<file path="src/rtl/mp_add_pkg.sv">
// Shared types and defaults for the multi-precision add/subtract sequencer.
package mp_add_pkg;

  localparam int unsigned DefaultWordW  = 32;
  localparam int unsigned DefaultNWords = 4;

  typedef enum logic [1:0] {
    StIdle = 2'd0,
    StRun  = 2'd1,
    StDone = 2'd2
  } state_e;

endpackage

</file>
<file path="src/rtl/mp_add_slice.sv">
// Combinational WORD_W-bit adder slice: 4-bit lookahead groups, group carries chained.
module mp_add_slice
  import mp_add_pkg::*;
#(
  parameter int unsigned WORD_W = DefaultWordW
) (
  input  logic [WORD_W-1:0] a_i,
  input  logic [WORD_W-1:0] b_i,
  input  logic              cin_i,
  output logic [WORD_W-1:0] sum_o,
  output logic              cout_o
);

  localparam int NGrp = (WORD_W + 3) / 4;
  localparam int PadW = NGrp * 4;

  logic [PadW-1:0] a_pad, b_pad, p, g;
  logic [PadW:0]   c;
  logic [NGrp-1:0] grp_c;
  logic            run_g, run_p;

  always_comb begin
    a_pad             = '0;
    b_pad             = '0;
    a_pad[WORD_W-1:0] = a_i;
    b_pad[WORD_W-1:0] = b_i;
    p                 = a_pad ^ b_pad;
    g                 = a_pad & b_pad;
    c                 = '0;
    grp_c             = '0;
    run_g             = 1'b0;
    run_p             = 1'b1;
    grp_c[0]          = cin_i;
    for (int k = 0; k < NGrp; k++) begin
      run_g    = 1'b0;
      run_p    = 1'b1;
      c[4*k]   = grp_c[k];
      // Prefix generate/propagate within the group, each carry taken from the group carry-in.
      for (int j = 0; j < 4; j++) begin
        run_g        = g[4*k+j] | (p[4*k+j] & run_g);
        run_p        = p[4*k+j] & run_p;
        c[4*k+j+1]   = run_g | (run_p & grp_c[k]);
      end
      if (k + 1 < NGrp) begin
        grp_c[k+1] = run_g | (run_p & grp_c[k]);
      end
    end
  end

  assign sum_o  = p[WORD_W-1:0] ^ c[WORD_W-1:0];
  assign cout_o = c[WORD_W];

endmodule

</file>
<file path="src/rtl/mp_add_seq.sv">
// Multi-precision add/subtract sequencer: one adder slice reused over NWORDS cycles,
// carry chained through a register, result held until the consumer takes it.
module mp_add_seq
  import mp_add_pkg::*;
#(
  parameter int unsigned WORD_W = DefaultWordW,
  parameter int unsigned NWORDS = DefaultNWords
) (
  input  logic                     clk,
  input  logic                     rst_n,
  input  logic                     in_valid,
  output logic                     in_ready,
  input  logic [NWORDS*WORD_W-1:0] in_a,
  input  logic [NWORDS*WORD_W-1:0] in_b,
  input  logic                     in_sub,
  input  logic                     in_cin,
  output logic                     out_valid,
  input  logic                     out_ready,
  output logic [NWORDS*WORD_W-1:0] out_sum,
  output logic                     out_cout,
  output logic                     out_ovf,
  output logic                     busy
);

  localparam int unsigned      CntW    = $clog2(NWORDS);
  localparam logic [CntW-1:0]  LastCnt = CntW'(NWORDS - 1);

  typedef logic [NWORDS-1:0][WORD_W-1:0] words_t;

  state_e          state_q, state_d;
  logic [CntW-1:0] cnt_q, cnt_d;
  logic            carry_q, carry_d;
  words_t          a_q, a_d, b_q, b_d, sum_q, sum_d;
  logic            sub_q, sub_d;
  logic            cout_q, cout_d;
  logic            ovf_q, ovf_d;

  logic [WORD_W-1:0] a_word, b_word, slice_sum;
  logic              slice_cout;

  assign a_word = a_q[cnt_q];
  assign b_word = sub_q ? ~b_q[cnt_q] : b_q[cnt_q];

  mp_add_slice #(
    .WORD_W(WORD_W)
  ) u_slice (
    .a_i   (a_word),
    .b_i   (b_word),
    .cin_i (carry_q),
    .sum_o (slice_sum),
    .cout_o(slice_cout)
  );

  always_comb begin
    state_d = state_q;
    cnt_d   = cnt_q;
    carry_d = carry_q;
    a_d     = a_q;
    b_d     = b_q;
    sub_d   = sub_q;
    sum_d   = sum_q;
    cout_d  = cout_q;
    ovf_d   = ovf_q;
    case (state_q)
      StIdle: begin
        if (in_valid) begin
          a_d     = in_a;
          b_d     = in_b;
          sub_d   = in_sub;
          // Subtraction is A + ~B + 1, so a borrow-in becomes a cleared carry-in.
          carry_d = in_sub ? ~in_cin : in_cin;
          cnt_d   = '0;
          state_d = StRun;
        end
      end
      StRun: begin
        sum_d[cnt_q] = slice_sum;
        carry_d      = slice_cout;
        if (cnt_q == LastCnt) begin
          cout_d  = slice_cout;
          ovf_d   = (a_word[WORD_W-1] == b_word[WORD_W-1]) &
                    (slice_sum[WORD_W-1] != a_word[WORD_W-1]);
          state_d = StDone;
        end else begin
          cnt_d = cnt_q + 1'b1;
        end
      end
      StDone: begin
        if (out_ready) begin
          state_d = StIdle;
        end
      end
      default: state_d = StIdle;
    endcase
  end

  always_ff @(posedge clk or negedge rst_n) begin
    if (!rst_n) begin
      state_q <= StIdle;
      cnt_q   <= '0;
      carry_q <= 1'b0;
      a_q     <= '0;
      b_q     <= '0;
      sub_q   <= 1'b0;
      sum_q   <= '0;
      cout_q  <= 1'b0;
      ovf_q   <= 1'b0;
    end else begin
      state_q <= state_d;
      cnt_q   <= cnt_d;
      carry_q <= carry_d;
      a_q     <= a_d;
      b_q     <= b_d;
      sub_q   <= sub_d;
      sum_q   <= sum_d;
      cout_q  <= cout_d;
      ovf_q   <= ovf_d;
    end
  end

  assign in_ready  = (state_q == StIdle);
  assign out_valid = (state_q == StDone);
  assign busy      = (state_q != StIdle);
  assign out_sum   = sum_q;
  assign out_cout  = cout_q;
  assign out_ovf   = ovf_q;

endmodule

</file>
<file path="config.mk">
export PLATFORM = sky130hd
export DESIGN_NAME = mp_add_seq
export DESIGN_NICKNAME = d
export VERILOG_FILES = /design/src/rtl/mp_add_pkg.sv /design/src/rtl/mp_add_slice.sv /design/src/rtl/mp_add_seq.sv
export SDC_FILE = /design/constraint.sdc
export NUM_CORES = 1
export LEC_CHECK = 0
export ABC_AREA = 1
export BUFFER_PORTS_ARGS = -buffer_cell sky130_fd_sc_hd__buf_2
export CAP_MARGIN = 25
export CORE_UTILIZATION = 53
export CTS_BUF_LIST = sky130_fd_sc_hd__clkbuf_4 sky130_fd_sc_hd__clkbuf_8
export DETAILED_ROUTE_END_ITERATION = 8
export PLACE_DENSITY_LB_ADDON = 0.15
export SYNTH_ARGS = -nofsm -noshare
export SYNTH_HDL_FRONTEND = slang
export SYNTH_SLANG_ARGS = --single-unit
</file>
<file path="constraint.sdc">
create_clock -name clk -period 9.8 [get_ports clk]
set_input_delay 0.98 -clock clk [delete_from_list [all_inputs] [get_ports clk]]
set_output_delay 0.98 -clock clk [all_outputs]
set_load 0.02 [all_outputs]
</file>
== Word level (Yosys, flattened, before mapping) ==
Index checks and enable logic that the tools add are counted.

* Input port bits: 262
* Output and inout bits: 133
* Register bits: 392
* Word-level logic and storage cells: 199

* Equal/unequal tests: 9
* Bitwise gates (word level): 142
* Reduce and logical (&&, ||, !) cells: 9
* Add/sub/neg operators: 1
* Mux-type cells: 18
* Magnitude comparators: 2

{| class="wikitable"
|+ Operators with widths
! operator !! number
|-
| 32-bit binary-select mux with 2-bit select || 2
|-
| 128-bit bitwise mux || 1
|-
| 32-bit two-way mux || 4
|-
| 1-bit AND || 81
|-
| 32-bit demux with 2-bit select || 1
|-
| 32-bit XOR || 2
|-
| 1-bit bitwise OR || 56
|-
| 32-bit AND || 1
|-
| 32-bit NOT || 1
|-
| 2-bit two-way mux || 5
|-
| 2-bit inequality test, second input constant || 3
|-
| 2-bit one-hot mux with 3 select lines || 1
|-
| 2-bit AND reduction || 3
|-
| 3-bit AND reduction || 2
|-
| 2-bit equality test, second input constant || 2
|-
| 2-bit one-hot mux with 2 select lines || 1
|-
| 2-bit nonzero test || 2
|-
| 2-bit by 3-bit less-than comparator with 1-bit output, second input constant || 1
|-
| 2-bit by 1-bit adder with 2-bit output, second input constant || 1
|-
| 2-bit by 1-bit equality test with 1-bit output, second input constant || 1
|-
| 2-bit by 1-bit >= comparator with 1-bit output, second input constant || 1
|-
| 2-bit zero test || 1
|-
| 1-bit two-way mux || 2
|-
| 2-bit by 1-bit inequality test with 1-bit output, second input constant || 1
|-
| 5 further kinds || 5
|}

== Logic depth before layout (Yosys ltp) ==
Gate-level depths: netlist of the first run.

* Depth in word-level cells: 29
* Depth in mapped cells: 31

== Cells and area by module ==
From an unflattened synthesis of the first run, not the netlist that was laid out.

* Cells, all modules: 1623
* Area, all modules: 18353.9 sq um

{| class="wikitable"
|+ By module, submodules not included
! module !! sequential area each (sq um) !! cells each !! times used !! area each (sq um)
|-
| mp_add_seq || 9809.4 || 1440 || 1 || 17013.8
|-
| mp_add_slice || 0.0 || 183 || 1 || 1340.0
|}

== Worst setup path after synthesis of the first run ==
OpenSTA, ideal clock, no wires.

* Kind: register to register
* Start: reg cnt_q[0]
* End: reg sum_q (netlist bit out_sum[125])
* Buffers on the path: 3
* Stages on the path, launching flop included: 32
* Arrival: 3887 ps
* Slack: 5847 ps
* Cells stage by stage: dfrtp_1 clkbuf_1 inv_1 clkbuf_1 clkbuf_1 nor2_1 o22ai_1 xor2_1 ha_1 nand2_1 nand2_1 nand2_1 nand2_1 nand2_1 nand3_2 nand2_2 nand2_2 nand2_1 nand2_1 nand2_1 nand2_1 nand2_1 nand2_2 nand2_2 nand2_2 nand2_2 nand2_4 inv_1 fa_1 xnor2_1 nand2_1 nand2_1

* Word-level cells in the longest chain between the ends: 28
* Elaborated cells between the ends (all ways): 94
* Those cells by class: 2 x order compare; 8 x mux; 83 x bitwise; 1 x reduce/logical

{| class="wikitable"
|+ Ends and longest elaborated chain
! what !! line !! text
|-
| start, declared || mp_add_seq.sv:31 || <nowiki>logic [CntW-1:0] cnt_q, cnt_d;</nowiki>
|-
| start signal, assigned || mp_add_seq.sv:110 || <nowiki>cnt_q <= cnt_d;</nowiki>
|-
| 32-bit binary-select mux with 2-bit select || mp_add_seq.sv:42 || <nowiki>assign b_word = sub_q ? ~b_q[cnt_q] : b_q[cnt_q];</nowiki>
|-
| 32-bit two-way mux (implied by the code) || mp_add_seq.sv:42 ||
|-
| 32-bit NOT || mp_add_seq.sv:42 ||
|-
| 32-bit two-way mux || mp_add_seq.sv:42 ||
|-
| 32-bit XOR / 32-bit AND (equally long branches) || mp_add_slice.sv:27, mp_add_slice.sv:28 ||
|-
| 1-bit AND || mp_add_slice.sv:40 || <nowiki>run_g = g[4*k+j] | (p[4*k+j] & run_g);</nowiki>
|-
| 1-bit bitwise OR || mp_add_slice.sv:40 ||
|-
| 1-bit AND || mp_add_slice.sv:40 ||
|-
| (+12 left out) || n/a ||
|-
| 1-bit AND || n/a ||
|-
| 1-bit bitwise OR || n/a ||
|-
| 1-bit AND || mp_add_slice.sv:45 || <nowiki>grp_c[k+1] = run_g | (run_p & grp_c[k]);</nowiki>
|-
| 1-bit bitwise OR || n/a ||
|-
| 1-bit AND || mp_add_slice.sv:42 || <nowiki>c[4*k+j+1] = run_g | (run_p & grp_c[k]);</nowiki>
|-
| 1-bit bitwise OR || mp_add_slice.sv:42 ||
|-
| 32-bit XOR || mp_add_slice.sv:50 || <nowiki>assign sum_o = p[WORD_W-1:0] ^ c[WORD_W-1:0];</nowiki>
|-
| 128-bit bitwise mux (*) || mp_add_seq.sv:77 || <nowiki>sum_d[cnt_q] = slice_sum;</nowiki>
|-
| end signal, assigned || mp_add_seq.sv:115 || <nowiki>sum_q <= sum_d;</nowiki>
|-
| end, declared || mp_add_seq.sv:33 || <nowiki>words_t a_q, a_d, b_q, b_d, sum_q, sum_d;</nowiki>
|}

Mark *: on every way between the ends. The rest lies on a longest branch, timed or not. The select of a mux whose other input is x is not followed.
A chain may end at the register's enable or synchronous reset.

== Worst setup path after layout of the first run ==
* Start: reg cnt_q[0]
* End: reg sum_q (netlist bit out_sum[93])

Same word-level chain as after synthesis.

==> flow_summary.yaml, run 1 <==
floorplan:
  pin_count: 395
  rows: 66
  initial_core_util: 0.5436
  core_um2: 32870
  die_y_um: 185.6
  die_w_um: 185.6
  die_area_um2: 34450
setup_path:
  setup.worst_path.start_class: "flop"
  reg2reg_to: "out_sum[93]"
  critPathArrivalTime_ns: 5.79
  cp_common_cell: "nand2_1"
  critPathKind: "reg -> reg"
  cp_max_fo: 95
  reg2reg_depth: 28
  worstPathRequired_ns: 10.34
  r2r_setup_slack_ns: 4.55
  critPathMaxStageDelay_ns: 0.79
  critical_path.slowest_cell: "buf_4"
  critPathCaptureType: "flop"
  timing.rr.start: "cnt_q[0]"
place:
  routabilityCongestion: 0.9404
  portBuffers: 394
  dpl.hpwl_um: 38230
  place_ws_ns: 4.617
logic_synthesis:
  syn-num-nets: 2498
  syn_area_um2: 17870
  syn_area_per_cell_um2: 8.151
  synthTopCellsByArea: "dfrtp_1 (55%), nand2_1 (23%), o21ai_0 (5.3%)"
  netlist_instances: 2192
  yosysUniqueCellTypes: 30
  yosysSeqAreaShare: 0.5490
  synth_top_cell_area_share: 0.5490
  yosysTopAreaCell: "dfrtp_1"
  ys_ff_latch: 392
  yosys_warnings: 0
layout:
  drive_gt1_frac: 0.2140
  seq_area_um2: 9816
  utilization: 0.6543
  multi_input_area_um2: 7380
  final_nets: 2848
  syn2layout_area_growth_pct: 20.36
  fill_cells: 2898
clocking:
  clock_sinks: 392
  cts_tree: "done"
  root_buffer: "clkbuf_8"
  htreeDepth: 2
  cts_buffer_depth: 3
  clkLatencyLatePin_ns: 0.62
  post_cts_buffers: 0
  numCtsBuffers: 61
  cts_resized: 0
  clk_pin_slew_ns: 0.06
  hold_buffers: 0
route:
  final_antenna_net_count: 0
  dr.pass1.iters: 6
  vias_per_cell: 5.314
  wl_per_cell_um: 17.91
  drc: 0
  first_iter_violations: 1197
  routed_wirelength_um: 54390
  route.vias.total: 16140
grt:
  antenna_found_initial: 1
  grt_max_degree: 175
  grt_use_met3: 0.07474
  grt_busiest_layer: "met2"
  grt_first_pass_wirelength_um: 82430
  grt_remaining_overflow: 0
  grtUsageMet1: 0.4312
  first_global_vias: 15081
  met2_usage: 0.4839
  grtUsageTotal: 0.3156
job:
  drv_cap: 0
timing:
  fin_tns_setup_ns: 0
  fmax_ghz: 0.1903
  period_minus_slack_ns: 5.254
  worst_slew_pin_slew_ns: 0.9843
  finalSetupViolCount: 0
  maxSlewViolCount: 0
  grt_setup_unrepaired: "false"
  finClkSkew_ns: 0.02528
  finalWorstSetupSlack_ns: 4.546
  finalHoldViolations: 0
  slew_headroom: 0.3438
  fin_crit_sh: 0.5361
  whs_ns: 0.3895
hold_path:
  hp-class: "in -> async"
outcome:
  status: "finished clean"
## kinds of logic after synthesis
group,share of synthesized area
AOI/OAI and AO/OA,0.08859
xor gates and xnor gates,0.02451
buffers and inverters,0.03838
adders and majority gates,0.03417
and+or+nand+nor,0.2653
DFF,0.5490
## synth_stat cells, drive strengths merged
cell	number
o21ai	191
nor3	6
xor2	42
a32o	6
a21o	1
fa	8
a21oi	30
a31oi	1
o31ai	1
clkbuf	115
a21boi	1
and3	1
nor2	111
inv	57
nand3	27
dfrtp	392
xnor2	8
ha	36
o22ai	51
or2	1
buf	10
nand2	1089
a32oi	7
## how the worst max path moves through the flow
| stage | startpoint | slack [ns] | end |
|---|---|---|---|
| 2_1_floorplan | cnt_q[0] | 5.85 | out_sum[125] |
| 3_3_place_gp | cnt_q[0] | 4.70 | out_sum[93] |
| 3_5_place_dp | cnt_q[0] | 4.62 | out_sum[93] |
| 4_1_cts | cnt_q[0] | 4.58 | out_sum[93] |
| 5_1_grt | cnt_q[0] | 3.99 | out_sum[93] |
| 6_report | cnt_q[0] | 4.55 | out_sum[93] |
## layer usage
metal / share of wire / routed length (um)
met5: 0 / 0
met4: 0.037 / 2006
met3: 0.096 / 5202
met2: 0.45 / 24220
met1: 0.42 / 22960
## registers in the layout, summed over array words and instances, names as in the netlist
signal	cells
a_q	128
b_q	128
out_sum	128
cnt_q	2
state_q	2
carry_q	1
out_cout	1
out_ovf	1
sub_q	1
## stage by stage
stage          instances  cell area [um^2]
4_1_cts             3033             21420
2_1_floorplan       2192             17870
3_5_place_dp        2918             20070
5_1_grt             3036             21500
3_3_place_gp        2918             20070
6_report            3037             21510
## worst max-delay path, delay by kind of cell (launching register included)
family	cells	cell delay (ns)
simple gates	19	1.60
buf+inv	4	1.32
fa+ha+maj	2	0.73
flops	1	0.72
xor+xnor	2	0.49
compound gates	1	0.28
## placed cells by master, fill, tap and decap left out, types with 2 or more instances in the layout
master      instances
a21oi_1            30
a32o_1              6
a32oi_1             7
buf_16              3
buf_2             393
buf_4              15
clkbuf_4           15
clkbuf_8           83
clkinv_2           12
clkinvlp_4          4
dfrtp_1           389
dfrtp_2             2
fa_1                8
ha_1               36
inv_1              53
inv_2               2
nand2_1          1075
nand2_2            11
nand2_4             3
nand3_1            24
nand3_2             3
nor2_1            111
nor3_1              6
o21ai_0           188
o21ai_1             2
o22ai_1            51
xnor2_1             8
xor2_1             42
## final cells by class
type	count	share of cell area
diodes	1	0.0001164
clock buffers	98	0.05835
clock inverters	17	0.004596
inverters	57	0.01041
multi-input cells	1618	0.3431
flip-flops and latches	392	0.4564
well taps	442	0.02572
repair buffers	412	0.1012
Power of run 1 is left out: the tool's default activity adds up to more than one toggle a clock period on the data nets, which glitch-free logic cannot reach.
==> inputs of run 2 (changes only) <==
Settings changed: CORE_UTILIZATION 53 to 51.
Clock period 9.8 ns to 4.2 ns, I/O delays scaled along.
==> run 2 against run 1 <==
Compared with the run above:
- final cell count rose by 0.82%
- count of clock-buffer cells in the layout is 9 higher
- non-clock buffer count up 13
- utilization down 2.5 points
- flip-flop and latch count stayed put
- die area is 3.9% higher
- cell area up 1.0%
- highest routed layer is now met5
==> flow_summary.yaml, run 2 (same netlist as run 1, synthesis figures left out) <==
outcome:
  status: "finished clean"
layout:
  finalInstanceArea_um2: 21720
  mostFrequentLayoutCell: "nand2_1"
  mostFrequentLayoutCells: "nand2_1 (1075), buf_2 (393), dfrtp_1 (389), o21ai_0 (188), nor2_1 (111)"
  drive_gt1_frac: 0.2187
  syn2layout_area_growth_pct: 21.58
  fill_cells: 3076
  final_nets: 2866
clocking:
  cts_buffer_depth: 3
  htreeDepth: 3
  cts_tree: "done"
  clock_sinks: 392
  clk_pin_slew_ns: 0.06
  root_buffer: "clkbuf_8"
  clkLatencyLatePin_ns: 0.58
  numCtsBuffers: 66
route:
  dr.pass1.iters: 5
  wl_per_cell_um: 18.07
  route.vias.total: 16199
  routed_wirelength_um: 55330
  first_iter_violations: 1341
  vias_per_cell: 5.290
  final_antenna_net_count: 0
  drc: 0
grt:
  antenna_found_initial: 2
  grtUsageTotal: 0.3118
  grt_max_degree: 258
  grt_remaining_overflow: 0
  grt_first_pass_wirelength_um: 85790
  first_global_vias: 15586
job:
  drv_cap: 0
place:
  place_ws_ns: 0.2352
  dpl.hpwl_um: 39600
  routabilityCongestion: 0.8807
  portBuffers: 394
  place_area_um2: 20280
floorplan:
  die_y_um: 189.2
  die_area_um2: 35790
  die_w_um: 189.2
  initial_core_util: 0.5172
  pin_count: 395
  core_um2: 34540
  rows: 68
setup_path:
  worstPathRequired_ns: 4.72
  critPathMaxStageDelay_ns: 0.51
  reg2reg_to: "out_sum[93]"
  timing.rr.start: "cnt_q[0]"
  critPathArrivalTime_ns: 4.51
  r2r_setup_slack_ns: 0.21
  reg2reg_depth: 28
  critical_path.slowest_cell: "dfrtp_4"
  critPathCaptureType: "flop"
  setup.worst_path.start_class: "flop"
  cp_common_cell: "nand2_1"
  cp-endpoint: "out_sum[93]"
  critPathKind: "reg -> reg"
  cp_max_fo: 55
  critPathLaunch: "cnt_q[0]"
timing:
  fin_crit_sh: 0.9512
  finalHoldViolations: 0
  maxSlewViolCount: 0
  fmax_ghz: 0.2503
  slew_headroom: 0.1379
  finClkSkew_ns: 0.03056
  finalWorstSetupSlack_ns: 0.2050
  finalSetupViolCount: 0
  whs_ns: 0.02545
  fin_tns_setup_ns: 0
  worst_slew_pin_slew_ns: 1.293
  period_minus_slack_ns: 3.995
hold_path:
  hp-class: "in -> reg"
[run 2: worst min path at each step]
stage	cells after the start	slack (ns)	startpoint	to
floorplan	0	0.12	rst_n	a_q[0]
CTS	3	0.0004	in_b[10]	b_q[10]
finish	2	0.03	out_ready	state_q[1]
global placement	2	0.45	out_sum[104]	out_sum[104]
detailed placement	2	0.46	out_sum[113]	out_sum[113]
global route	2	0.01	out_ready	state_q[1]
[run 2: area by class of cell]
class,count,area [um^2],share of cell area
multi-input cells,1618,7416,0.3414
well taps,455,569.3,0.02621
clock buffers,107,1297,0.05973
inverters,57,224.0,0.01031
diodes,1,2.502,0.0001152
clock inverters,7,75.07,0.003456
flip-flops and latches,392,9816,0.4518
repair buffers,425,2323,0.1070
[run 2: critical path: cells and delay by family (launching register included)]
kind | cells | cell delay [ns]
AO/OA/AOI/OAI | 2 | 0.31
XOR/XNOR | 1 | 0.22
adder cells (fa/ha/maj) | 2 | 0.83
buffers and inverters | 3 | 0.53
flip-flops | 1 | 0.51
AND/OR/NAND/NOR | 20 | 1.50
[run 2: stage by stage]
| step | utilization | std cells |
|---|---|---|
| floorplan | - | 2192 |
| global placement | 0.5871 | 2944 |
| detailed placement | 0.5871 | 2944 |
| CTS | 0.6274 | 3060 |
| global route | 0.6288 | 3061 |
| finish | 0.6289 | 3062 |
[run 2: timing repair]
item	in CTS	in global routing
hold buffers	2	0
endpoints found under the setup margin	0	11
buffers inserted	0	1
gates resized for setup	0	6
endpoints found under the hold margin	106	0
[run 2: metal layers]
metal  vias up  track usage  wire length, um
li1       7664            -                -
met1      7638       0.4273            23400
met2       758       0.4754            24700
met3       137      0.06358             4772
met4         2       0.1501             2446
met5         -            0               13
Power of run 2 is left out for the same reason.
